### config.mk
export PLATFORM = sky130hd
export DESIGN_NAME = frame_sync_ctrl
export DESIGN_NICKNAME = d
export VERILOG_FILES = /design/src/rtl/frame_sync_ctrl.sv
export SDC_FILE = /design/constraint.sdc
export NUM_CORES = 1
export LEC_CHECK = 0
export ABC_AREA = 1
export CAP_MARGIN = 20
export CELL_PAD_IN_SITES_DETAIL_PLACEMENT = 2
export CELL_PAD_IN_SITES_GLOBAL_PLACEMENT = 2
export CORE_ASPECT_RATIO = 0.5
export CORE_UTILIZATION = 34
export CTS_BUF_LIST = sky130_fd_sc_hd__clkbuf_2
export DETAILED_ROUTE_END_ITERATION = 7
export GPL_TIMING_DRIVEN = 1
export PLACE_DENSITY_LB_ADDON = 0.1
export SLEW_MARGIN = 20
export SYNTH_ARGS = -nofsm -noshare
export SYNTH_HDL_FRONTEND = slang
export SYNTH_SLANG_ARGS = --single-unit
### constraint.sdc
create_clock -name tmds_clk -period 2.85 [get_ports tmds_clk]
set_input_delay 0.4275 -clock tmds_clk [delete_from_list [all_inputs] [get_ports tmds_clk]]
set_output_delay 0.4275 -clock tmds_clk [all_outputs]
set_load 0.02 [all_outputs]
### src/rtl/frame_sync_ctrl.sv
// Frame-level sequencer for the TMDS pixel domain: waits for video packets, runs the
// front-porch delay, then scans one frame of h/v timing with aligned sync/DE outputs.
module frame_sync_ctrl #(
    parameter int H_TOTAL       = 1650,
    parameter int H_ACTIVE      = 1280,
    parameter int H_SYNC_START  = 1390,
    parameter int H_SYNC_END    = 1430,
    parameter int V_ACTIVE      = 720,
    parameter int FP_CYCLES     = 33000,
    parameter int EMPTY_TIMEOUT = 4950
) (
    input  logic        tmds_clk,
    input  logic        sys_rst_n,
    input  logic        pkt_valid,
    input  logic        fifo_empty,
    output logic [11:0] h_count,
    output logic [11:0] v_count,
    output logic        restart,
    output logic        fifo_rst,
    output logic        hsync,
    output logic        vsync,
    output logic        de,
    output logic [15:0] frame_cnt,
    output logic        timeout
);

    localparam logic [11:0] H_LAST     = 12'(H_TOTAL - 1);
    localparam logic [11:0] H_ACT_W    = 12'(H_ACTIVE);
    localparam logic [11:0] HS_START_W = 12'(H_SYNC_START);
    localparam logic [11:0] HS_END_W   = 12'(H_SYNC_END);
    localparam logic [11:0] V_ACT_W    = 12'(V_ACTIVE);
    localparam logic [15:0] FP_LAST    = 16'(FP_CYCLES - 1);
    localparam logic [12:0] ET_LAST    = 13'(EMPTY_TIMEOUT - 1);

    typedef enum logic [1:0] {
        ST_IDLE   = 2'd0,
        ST_FPORCH = 2'd1,
        ST_ACTIVE = 2'd2,
        ST_VWAIT  = 2'd3
    } state_e;

    state_e      state_q, state_d;
    logic [15:0] fp_cnt_q, fp_cnt_d;
    logic [12:0] empty_cnt_q, empty_cnt_d;
    logic [11:0] h_q, h_d;
    logic [11:0] v_q, v_d;
    logic [15:0] frame_q, frame_d;
    logic        timeout_q, timeout_d;
    logic        restart_q, restart_d;
    logic        fifo_rst_q, fifo_rst_d;

    logic        de_int_s, hs_int_s, vs_int_s;
    logic        de_p_q, hs_p_q, vs_p_q;
    logic        de_q, hs_q, vs_q;

    // Next-state, counter and sticky-flag logic for the frame sequencer.
    always_comb begin
        state_d     = state_q;
        fp_cnt_d    = fp_cnt_q;
        empty_cnt_d = empty_cnt_q;
        h_d         = h_q;
        v_d         = v_q;
        frame_d     = frame_q;
        timeout_d   = timeout_q;
        case (state_q)
            ST_IDLE: begin
                if (pkt_valid) begin
                    state_d  = ST_FPORCH;
                    fp_cnt_d = 16'd0;
                end else begin
                    state_d  = ST_IDLE;
                end
            end
            ST_FPORCH: begin
                if (fp_cnt_q == FP_LAST) begin
                    state_d = ST_ACTIVE;
                    h_d     = 12'd0;
                    v_d     = 12'd0;
                end else begin
                    fp_cnt_d = fp_cnt_q + 16'd1;
                end
            end
            ST_ACTIVE: begin
                if (h_q == H_LAST) begin
                    h_d = 12'd0;
                    v_d = v_q + 12'd1;
                    if ((v_q + 12'd1) == V_ACT_W) begin
                        state_d     = ST_VWAIT;
                        frame_d     = frame_q + 16'd1;
                        empty_cnt_d = 13'd0;
                    end else begin
                        state_d = ST_ACTIVE;
                    end
                end else begin
                    h_d = h_q + 12'd1;
                end
            end
            ST_VWAIT: begin
                // A new packet wins over an expiring empty timeout in the same cycle.
                if (pkt_valid) begin
                    state_d     = ST_FPORCH;
                    fp_cnt_d    = 16'd0;
                    empty_cnt_d = 13'd0;
                end else if (fifo_empty) begin
                    if (empty_cnt_q == ET_LAST) begin
                        state_d     = ST_IDLE;
                        timeout_d   = 1'b1;
                        empty_cnt_d = 13'd0;
                    end else begin
                        empty_cnt_d = empty_cnt_q + 13'd1;
                    end
                end else begin
                    empty_cnt_d = 13'd0;
                end
            end
            default: begin
                state_d = ST_IDLE;
            end
        endcase
        restart_d  = (state_d == ST_FPORCH) && (fp_cnt_d == FP_LAST);
        fifo_rst_d = (state_d == ST_IDLE) || (state_d == ST_VWAIT);
    end

    // Sequencer state and counter registers.
    always_ff @(posedge tmds_clk or negedge sys_rst_n) begin
        if (!sys_rst_n) begin
            state_q     <= ST_IDLE;
            fp_cnt_q    <= 16'd0;
            empty_cnt_q <= 13'd0;
            h_q         <= 12'd0;
            v_q         <= 12'd0;
            frame_q     <= 16'd0;
            timeout_q   <= 1'b0;
            restart_q   <= 1'b0;
            fifo_rst_q  <= 1'b1;
        end else begin
            state_q     <= state_d;
            fp_cnt_q    <= fp_cnt_d;
            empty_cnt_q <= empty_cnt_d;
            h_q         <= h_d;
            v_q         <= v_d;
            frame_q     <= frame_d;
            timeout_q   <= timeout_d;
            restart_q   <= restart_d;
            fifo_rst_q  <= fifo_rst_d;
        end
    end

    // Raw video timing decode from the current state and counters.
    always_comb begin
        de_int_s = 1'b0;
        hs_int_s = 1'b0;
        vs_int_s = 1'b0;
        if (state_q == ST_ACTIVE) begin
            de_int_s = (h_q < H_ACT_W) && (v_q < V_ACT_W);
            hs_int_s = (h_q >= HS_START_W) && (h_q < HS_END_W);
        end else begin
            vs_int_s = (state_q == ST_VWAIT);
        end
    end

    // Two-stage pipeline keeps DE, HSYNC and VSYNC mutually aligned at the encoder.
    always_ff @(posedge tmds_clk or negedge sys_rst_n) begin
        if (!sys_rst_n) begin
            de_p_q <= 1'b0;
            hs_p_q <= 1'b0;
            vs_p_q <= 1'b0;
            de_q   <= 1'b0;
            hs_q   <= 1'b0;
            vs_q   <= 1'b0;
        end else begin
            de_p_q <= de_int_s;
            hs_p_q <= hs_int_s;
            vs_p_q <= vs_int_s;
            de_q   <= de_p_q;
            hs_q   <= hs_p_q;
            vs_q   <= vs_p_q;
        end
    end

    assign h_count   = h_q;
    assign v_count   = v_q;
    assign restart   = restart_q;
    assign fifo_rst  = fifo_rst_q;
    assign hsync     = hs_q;
    assign vsync     = vs_q;
    assign de        = de_q;
    assign frame_cnt = frame_q;
    assign timeout   = timeout_q;

endmodule

==> results of run 1 <==
## worst max-delay path, stage by stage (launching register included)
cell and delay (ps):
sky130_fd_sc_hd__dfrtp_1 510, sky130_fd_sc_hd__ha_1 240, sky130_fd_sc_hd__nand3_1 130, sky130_fd_sc_hd__inv_2 50, sky130_fd_sc_hd__nand2_2 100, sky130_fd_sc_hd__xor2_2 190
sky130_fd_sc_hd__nand2_1 110, sky130_fd_sc_hd__nor3_2 180, sky130_fd_sc_hd__nand2_2 110, sky130_fd_sc_hd__a31oi_2 210, sky130_fd_sc_hd__ha_1 180, sky130_fd_sc_hd__inv_1 40
sky130_fd_sc_hd__nor2_1 90, sky130_fd_sc_hd__nand3_1 70, sky130_fd_sc_hd__nor2_1 100, sky130_fd_sc_hd__nand3_1 90, sky130_fd_sc_hd__nor3_2 150
## placed cells by master, fill, tap and decap left out, types with 4 or more instances in the layout
master and instances:
sky130_fd_sc_hd__nand4_1 25, sky130_fd_sc_hd__nor3_1 26, sky130_fd_sc_hd__dfrtp_1 78, sky130_fd_sc_hd__clkbuf_2 9, sky130_fd_sc_hd__o22ai_1 7, sky130_fd_sc_hd__nand2_1 148
sky130_fd_sc_hd__nor2_2 9, sky130_fd_sc_hd__xnor2_1 4, sky130_fd_sc_hd__o21ai_1 9, sky130_fd_sc_hd__nand3_1 69, sky130_fd_sc_hd__a21oi_1 14, sky130_fd_sc_hd__nor4_1 10
sky130_fd_sc_hd__o21ai_0 26, sky130_fd_sc_hd__buf_4 14, sky130_fd_sc_hd__nor2_1 70, sky130_fd_sc_hd__xor2_1 26, sky130_fd_sc_hd__clkinv_1 4, sky130_fd_sc_hd__ha_1 13
sky130_fd_sc_hd__inv_1 91, sky130_fd_sc_hd__clkdlybuf4s50_1 48, sky130_fd_sc_hd__nand2_2 6
## through the flow
stage,hold slack [ps],setup TNS (ps),power [µW],cells,worst slack (ps)
floorplan,131.9,0,1954,683,297.5
global placement,332.4,0,2250,929,335.7
detailed placement,338.1,0,2293,929,145.4
CTS,268.5,0,3058,946,68.91
global route,266.1,-26.93,3232,947,-26.93
finish,283.4,0,3021,947,201.6
## path summary, 6_finish.rpt
path	from	endpoint	depth (start not counted)
worst max-delay path	v_count[1]	restart	16
worst min-delay path	sys_rst_n	h_count[5]	2
worst max register to register	v_count[1]	restart	16
worst min register to register	hs_p_q	hsync	0
max in group asynchronous	sys_rst_n	fifo_rst	3
min in group tmds_clk	hs_p_q	hsync	0
## kinds of logic after synthesis
| logic type | count (synthesis) |
|---|---|
| AND/OR/NAND/NOR | 376 |
| buffers and inverters | 111 |
| flip-flops | 80 |
| AO/OA/AOI/OAI | 71 |
| XOR/XNOR | 32 |
| adder cells (fa/ha/maj) | 13 |
## synthesized netlist by cell type, drive strengths merged (7+ instances only)
master and n:
ha 13, nor3 29, o21ai 37, dfrtp 79, nand2 154, nor2 81, nor4 10, a21oi 14
o22ai 7, nand4 25, buf 10, nand3 72, inv 94, xor2 28
## per-layer routing
| metal | up-vias | share of wire (%) | track usage [%] | wire length [µm] |
|---|---|---|---|---|
| met1 | 2536 | 51 | 32.11 | 8677 |
| met3 | 9 | 2.4 | 3.993 | 403 |
| met4 | 0 | 0.50 | 3.828 | 85 |
| li1 | 2360 | - | - | - |
| met5 | - | 0 | 0 | 0 |
| met2 | 58 | 46 | 39.56 | 7837 |
## state kept, by name (all words and copies together) (netlist names)
signal and cells:
v_count 12, vsync 1, restart 1, fp_cnt_q 16, vs_p_q 1, de 1
hs_p_q 1, de_p_q 1, h_count 12, state_q 2, hsync 1, fifo_rst 1
frame_cnt 16, empty_cnt_q 13, timeout 1
## timing repair
| action | CTS | global route |
|---|---|---|
| hold buffers | 1 | 0 |
| setup buffers | 0 | 1 |
| endpoints found under the setup margin | 0 | 1 |
| gates resized for setup | 0 | 4 |
| hold endpoints to repair | 31 | 0 |
## layout make-up
| class | count | area (µm²) |
|---|---|---|
| clock buffer | 9 | 45.04 |
| clock inverter | 7 | 96.34 |
| fill | 1733 | 8493 |
| inverter | 97 | 364.1 |
| multi-input combinational | 492 | 2601 |
| sequential | 80 | 2004 |
| tap | 198 | 247.7 |
| timing repair buffer | 64 | 615.6 |
## power by group
part,internal [µW],leakage [µW],switching [µW]
Sequential,1250,0.00108,151
Combinational,290,0.00142,578
Clock,289,0.0000757,460
==> summary by stage, run 1 <==
Outcome
The flow ran to the end, and the final reports show no timing, DRC or antenna violations.

Die
The die is approximately 170 µm wide. The total area inside the core boundary comes to 14470 µm². The die is around 88 µm tall. The initial standard-cell utilization of the core is between 30% and 40%. After floorplanning, the core was divided into 31 placement rows.

The total die area is approximately 15000 µm². The number of I/O pins is 50.

CTS
The CTS root buffer is sky130_fd_sc_hd__clkbuf_2. The clock transition at the registers of the reported paths is slightly below 300 ps. The maximum clock insertion buffer count is 2. At the later pin of the worst-skew pair, clock insertion delay measures slightly below 600 ps. Counting every sink on the clock net gives 80.

The TritonCTS clock tree is done. In this run, CTS created clock tree buffers numbering 9. The clock tree synthesis step divided the H-tree into 3 levels.

Critical path
The endpoint class of the critical path is a flip-flop. The data arrival at the endpoint of the critical path is between 3000 and 4000 ps. The setup path with the least slack is of type flip-flop to flip-flop. The sort of element at the start of the critical path is a flip-flop. The required arrival time at the worst endpoint is between 3000 and 4000 ps.

The setup slack on the worst flop-to-flop path is approximately 200 ps. The biggest fanout along the worst timing path is 5.

Drt
The overall via count from detail_route is slightly below 5000. The total DRC errors in the routed layout is 0. In the routed layout, each cell is associated on average with a via count of roughly 5.2.

The number of nets with antenna violations after routing is 0. The detailed router's first-iteration violation count is roughly 190. After detailed routing, the average wire length per cell comes to 17.95 µm. After detailed routing, the total wire length is about 17000 µm.

Before antenna repair, the detailed router went through 4 iterations.

Timing
The post-route clock period utilization is roughly 93%. Based on the critical path, the design can be clocked at up to roughly 380 MHz. The worst clock skew on the final layout is between 60 and 70 ps.

The clock period could shrink to 2648 ps. The count of endpoints failing hold in the final timing report was 0. The final number of max-transition violations was 0. The count of final setup violators is 0.

For the pin with the worst max-slew slack, the measured transition is a little under 600 ps. The worst pin sits at a relative slew slack of about three fifths.

Final layout
Compared with the post-synthesis result, the final layout area differs by 18.57%. The ratio of cells with drive above 1 in the final layout is ~8.5%. Cells fill roughly two fifths of the core in the end. The number of nets in the layout is roughly 760. 0 antenna diodes ended up in the layout.

Summing all non-filler instances in the final layout gives an area of 5974 µm².

Yosys
The cell taking the most area after synthesis is sky130_fd_sc_hd__dfrtp_1. The fraction of the yosys area taken by sequential cells is about two fifths. The number of nets handed over by synthesis was 700. For this run, asynchronously set or reset flops after synthesis account for 100.0%. After synthesis the cells add up to approximately 5000 µm². The number of different library cells in the post-synthesis netlist is slightly above 40. The number of synthesized flops with an enable pin is 0. The synthesis warning total is 0. Of the post-synthesis cell area, the dominant cell type holds 39.24%. Of the total synthesized cell area, the portion taken by full adders, half adders and majority gates is roughly 3.2%. By area, the combinational part of the netlist is dominated by simple AND/OR/NAND/NOR gates.

The proportion of synthesized area in mux cells is 0%. The compound-cell area share of the yosys netlist is 8.170%. By area the synthesized netlist is led by sky130_fd_sc_hd__dfrtp_1, sky130_fd_sc_hd__nand2_1, sky130_fd_sc_hd__nand3_1, sky130_fd_sc_hd__inv_1, sky130_fd_sc_hd__nor2_1. Summing the areas of all and, or, nand and nor instances in the mapped netlist gives between 30 and 40% of the synthesized area. The gate count of the mapped netlist is between 600 and 700. The dominant register cell in the synthesized netlist is sky130_fd_sc_hd__dfrtp_1. Counting flops and latches in the post-synthesis netlist gives 80. The synthesized area per cell is 7.377 µm². After Yosys synthesis, XOR and XNOR cells account for 5.711% of the synthesized area.

Pwr
The worst-case IR drop observed on VDD is between 200 and 250 µV. The analysis attributes to cell leakage a power of between 0.002 and 0.003 µW. For this design the ratio of total power to cell area is about 510 nW/µm².

Placed design
At the end of routability-driven placement, the weighted congestion stood at ~0.83. The count of buffers inserted at the top-level ports is 49. Detailed placement ended at an HPWL of 13230 µm. The post-place instance area is around 5800 µm².

Global routing
The wire length of the first global-routing pass is approximately 28000 µm. The number of antenna violations at the first check in global routing came to 0. The total routing resource utilization after global routing is between 20% and 30%.

The number of global-route vias before repair is between 5000 and 6000. Summed over all layers, the global routing overflow is 0. Entering global routing, the biggest net connects 50 pins.

Run
Max-cap violations in this run came to 0.

Hold path
The type of the tightest min-delay check is input port to asynchronous set/reset pin.
No activity file was read; power rests on OpenSTA's default activity.
==> run 2, diff against run 1 <==
--- a/config.mk
+++ b/config.mk
@@ -15,6 +15,7 @@
 export DETAILED_ROUTE_END_ITERATION = 7
 export GPL_TIMING_DRIVEN = 1
 export PLACE_DENSITY_LB_ADDON = 0.1
+export SKIP_CTS_REPAIR_TIMING = 1
 export SLEW_MARGIN = 20
 export SYNTH_ARGS = -nofsm -noshare
 export SYNTH_HDL_FRONTEND = slang
==> summary by stage, run 2 (synthesis gave the netlist of run 1 again) <==
Final layout
The most common library cell in the layout ignoring fill and taps is sky130_fd_sc_hd__nand2_1. The total non-filler cell area in the finished layout is approximately 6000 µm². The library cells used most frequently in the layout, excluding fill and tap cells, are sky130_fd_sc_hd__nand2_1, sky130_fd_sc_hd__inv_1, sky130_fd_sc_hd__dfrtp_1, sky130_fd_sc_hd__nor2_1, sky130_fd_sc_hd__nand3_1. Summing all multi-input logic gate instances after layout gives roughly 2600 µm². The number of nets in the layout is around 760. The number of inserted diodes is 0. The area taken by flip-flops and latches is between 2000 and 2500 µm². The area added between synthesis and finish is 18.62%.

The number of filler cells placed in the layout is 1732. In the final layout, the share of cells above drive strength 1 is 8.678%.

Timing
For the final database, setup skew stands at 62.76 ps. The slew at the pin closest to its max-slew limit is about 590 ps. The final number of max-transition violations is 0.

The highest attainable clock frequency is 379.7 MHz. The tightest slew margin relative to the limit is between 60% and 70%. The worst hold slack across all endpoints is ~280 ps. The count of endpoints failing hold in the final timing report came to 0.

The final setup TNS is 0 ps. In the finished design, the share of the clock period the worst path needs comes to a little over 90%. The routed design could run at a clock period as short as between 2000 and 3000 ps. Setup violations remaining at the end of the flow were counted as 0.

Critical path
The signal on the critical path passes through ha_2 > nand3_1 > inv_2 > nand2_2 > xor2_2 > nand2_1 > nor3_2 > nand2_2 > a31oi_2 > ha_1 > inv_1 > nor2_1 > nand3_1 > nor2_1 > nand3_1 > nor3_2. The largest single stage delay on the critical path is 510 ps. STA classifies the critical path endpoint as a flip-flop. Of all nets on the critical path, the largest fanout is 5. The worst setup path is of the flip-flop to flip-flop kind. The critical path contains buffers and inverters numbering 2 combined. The slowest stage of the critical path is the sky130_fd_sc_hd__dfrtp_1 cell. The most numerous cell on the critical path is sky130_fd_sc_hd__nand3_1. For the worst setup path, the data arrival time is 3110 ps. The sort of element at the start of the critical path is a flip-flop. The largest delay contributor family on the critical path is simple AND/OR/NAND/NOR gates. For the worst setup path, the data required time is about 3300 ps.

CTS
The number of clock buffers added by TritonCTS is 9. The insertion delay to the later sink of the worst-skew pair is 580 ps. TritonCTS built the clock tree. The clock transition at the registers of the reported paths is approximately 300 ps. The H-tree was split into 3 levels. The maximum clock insertion buffer count is 2. CTS saw 80 sinks.

The CTS root buffer is sky130_fd_sc_hd__clkbuf_2.

Pwr
The static leakage is approximately 0.0026 µW. Across the VDD grid, the largest voltage drop is roughly 200 µV. Dividing total power by cell area gives a power density of 505.6 nW/µm².

Global routing
The pin count of the biggest net entering global routing is 50. The overflow left after global routing is 0. The number of antenna violations at the first check in global routing came to 0. The wire length of the first global-routing pass is between 20000 and 30000 µm. Across every metal layer, demand over resource in global routing totals 23.40%.

The number of global-route vias before repair was 5365.

Outcome
The run finished with clean final reports.

Drt
The per-cell via count in the routed design is around 5.2. The number of iterations in the first detailed-routing pass is 4. In the routed design, unresolved DRC markers number 0.

Summed over all layers, the routed wires come to roughly 17000 µm. The overall via count from detail_route is 4954. The number of nets with antenna violations after routing is 0. After detailed routing, the average wire length per cell comes to between 15 and 20 µm.

The detailed router finished its first iteration with just under 200 violations.

Placed design
Detailed placement finished with a half-perimeter wire length of between 10000 and 15000 µm. Port buffering added a little under 50 buffers. Once placement finished, the instance area stood at between 5000 and 6000 µm².

At the end of routability-driven placement, the weighted congestion stood at about 0.83.

Die
The die covers 15340 µm². The initial standard-cell utilization of the core is approximately a third. The core region is ~14000 µm². The number of I/O pins is 50. The site row count is 31. The floorplan step set the die height to 88.08 µm. The floorplan step set the die width to ~170 µm.

Run
The tool flagged a number of max-cap violations equal to 0.

Hold path
The path class of the tightest hold or removal check is input port to asynchronous set/reset pin.
==> run 2: area by class of cell <==
cell class                 count  share of cell area (%)
multi-input combinational    492                   43.56
clock buffer                   9                  0.7536
clock inverter                 7                   1.612
tap                          198                   4.145
inverter                      97                   6.092
timing repair buffer          64                   10.30
sequential                    80                   33.54
==> run 2: final timing paths <==
path | startpoint | to | slack [ps] | depth (start not counted)
max in group asynchronous | sys_rst_n | fifo_rst | 1780 | 3
hold reg to reg | hs_p_q | hsync | 390 | 0
setup / recovery | v_count[1] | restart | 220 | 16
setup reg to reg | v_count[1] | restart | 220 | 16
min in group tmds_clk | hs_p_q | hsync | 390 | 0
hold / removal | sys_rst_n | h_count[5] | 280 | 2
==> run 2: stage by stage <==
stage / utilization (%) / instances / power, µW / setup slack, ps
floorplan: - / 683 / 1954 / 297.5
global placement: 40.06 / 929 / 2250 / 335.7
detailed placement: 40.06 / 929 / 2293 / 145.4
CTS: 41.04 / 945 / 3057 / 68.91
global route: 41.31 / 947 / 3232 / -19.02
finish: 41.31 / 947 / 3022 / 216.3
==> run 2: per-layer routing <==
metal,up-vias,share of wire [%],track usage (%)
li1,2359,-,-
met5,-,0,0
met4,0,0.50,3.828
met2,51,46,39.56
met1,2535,51,32.14
met3,9,1.9,3.993
==> run 2: worst register-to-register path, stage by stage, from the launching register on <==
cell	delay (ps)
sky130_fd_sc_hd__dfrtp_1	510
sky130_fd_sc_hd__ha_2	230
sky130_fd_sc_hd__nand3_1	120
sky130_fd_sc_hd__inv_2	80
sky130_fd_sc_hd__nand2_2	70
sky130_fd_sc_hd__xor2_2	180
sky130_fd_sc_hd__nand2_1	110
sky130_fd_sc_hd__nor3_2	190
sky130_fd_sc_hd__nand2_2	110
sky130_fd_sc_hd__a31oi_2	210
sky130_fd_sc_hd__ha_1	180
sky130_fd_sc_hd__inv_1	40
sky130_fd_sc_hd__nor2_1	90
sky130_fd_sc_hd__nand3_1	70
sky130_fd_sc_hd__nor2_1	100
sky130_fd_sc_hd__nand3_1	90
sky130_fd_sc_hd__nor3_2	150
==> run 2: report_power, final <==
part           total, µW  internal (µW)  switching [µW]  leakage (µW)
combinational        869            290             579       0.00142
clock                749            289             460     0.0000757
sequential          1400           1250             151       0.00108
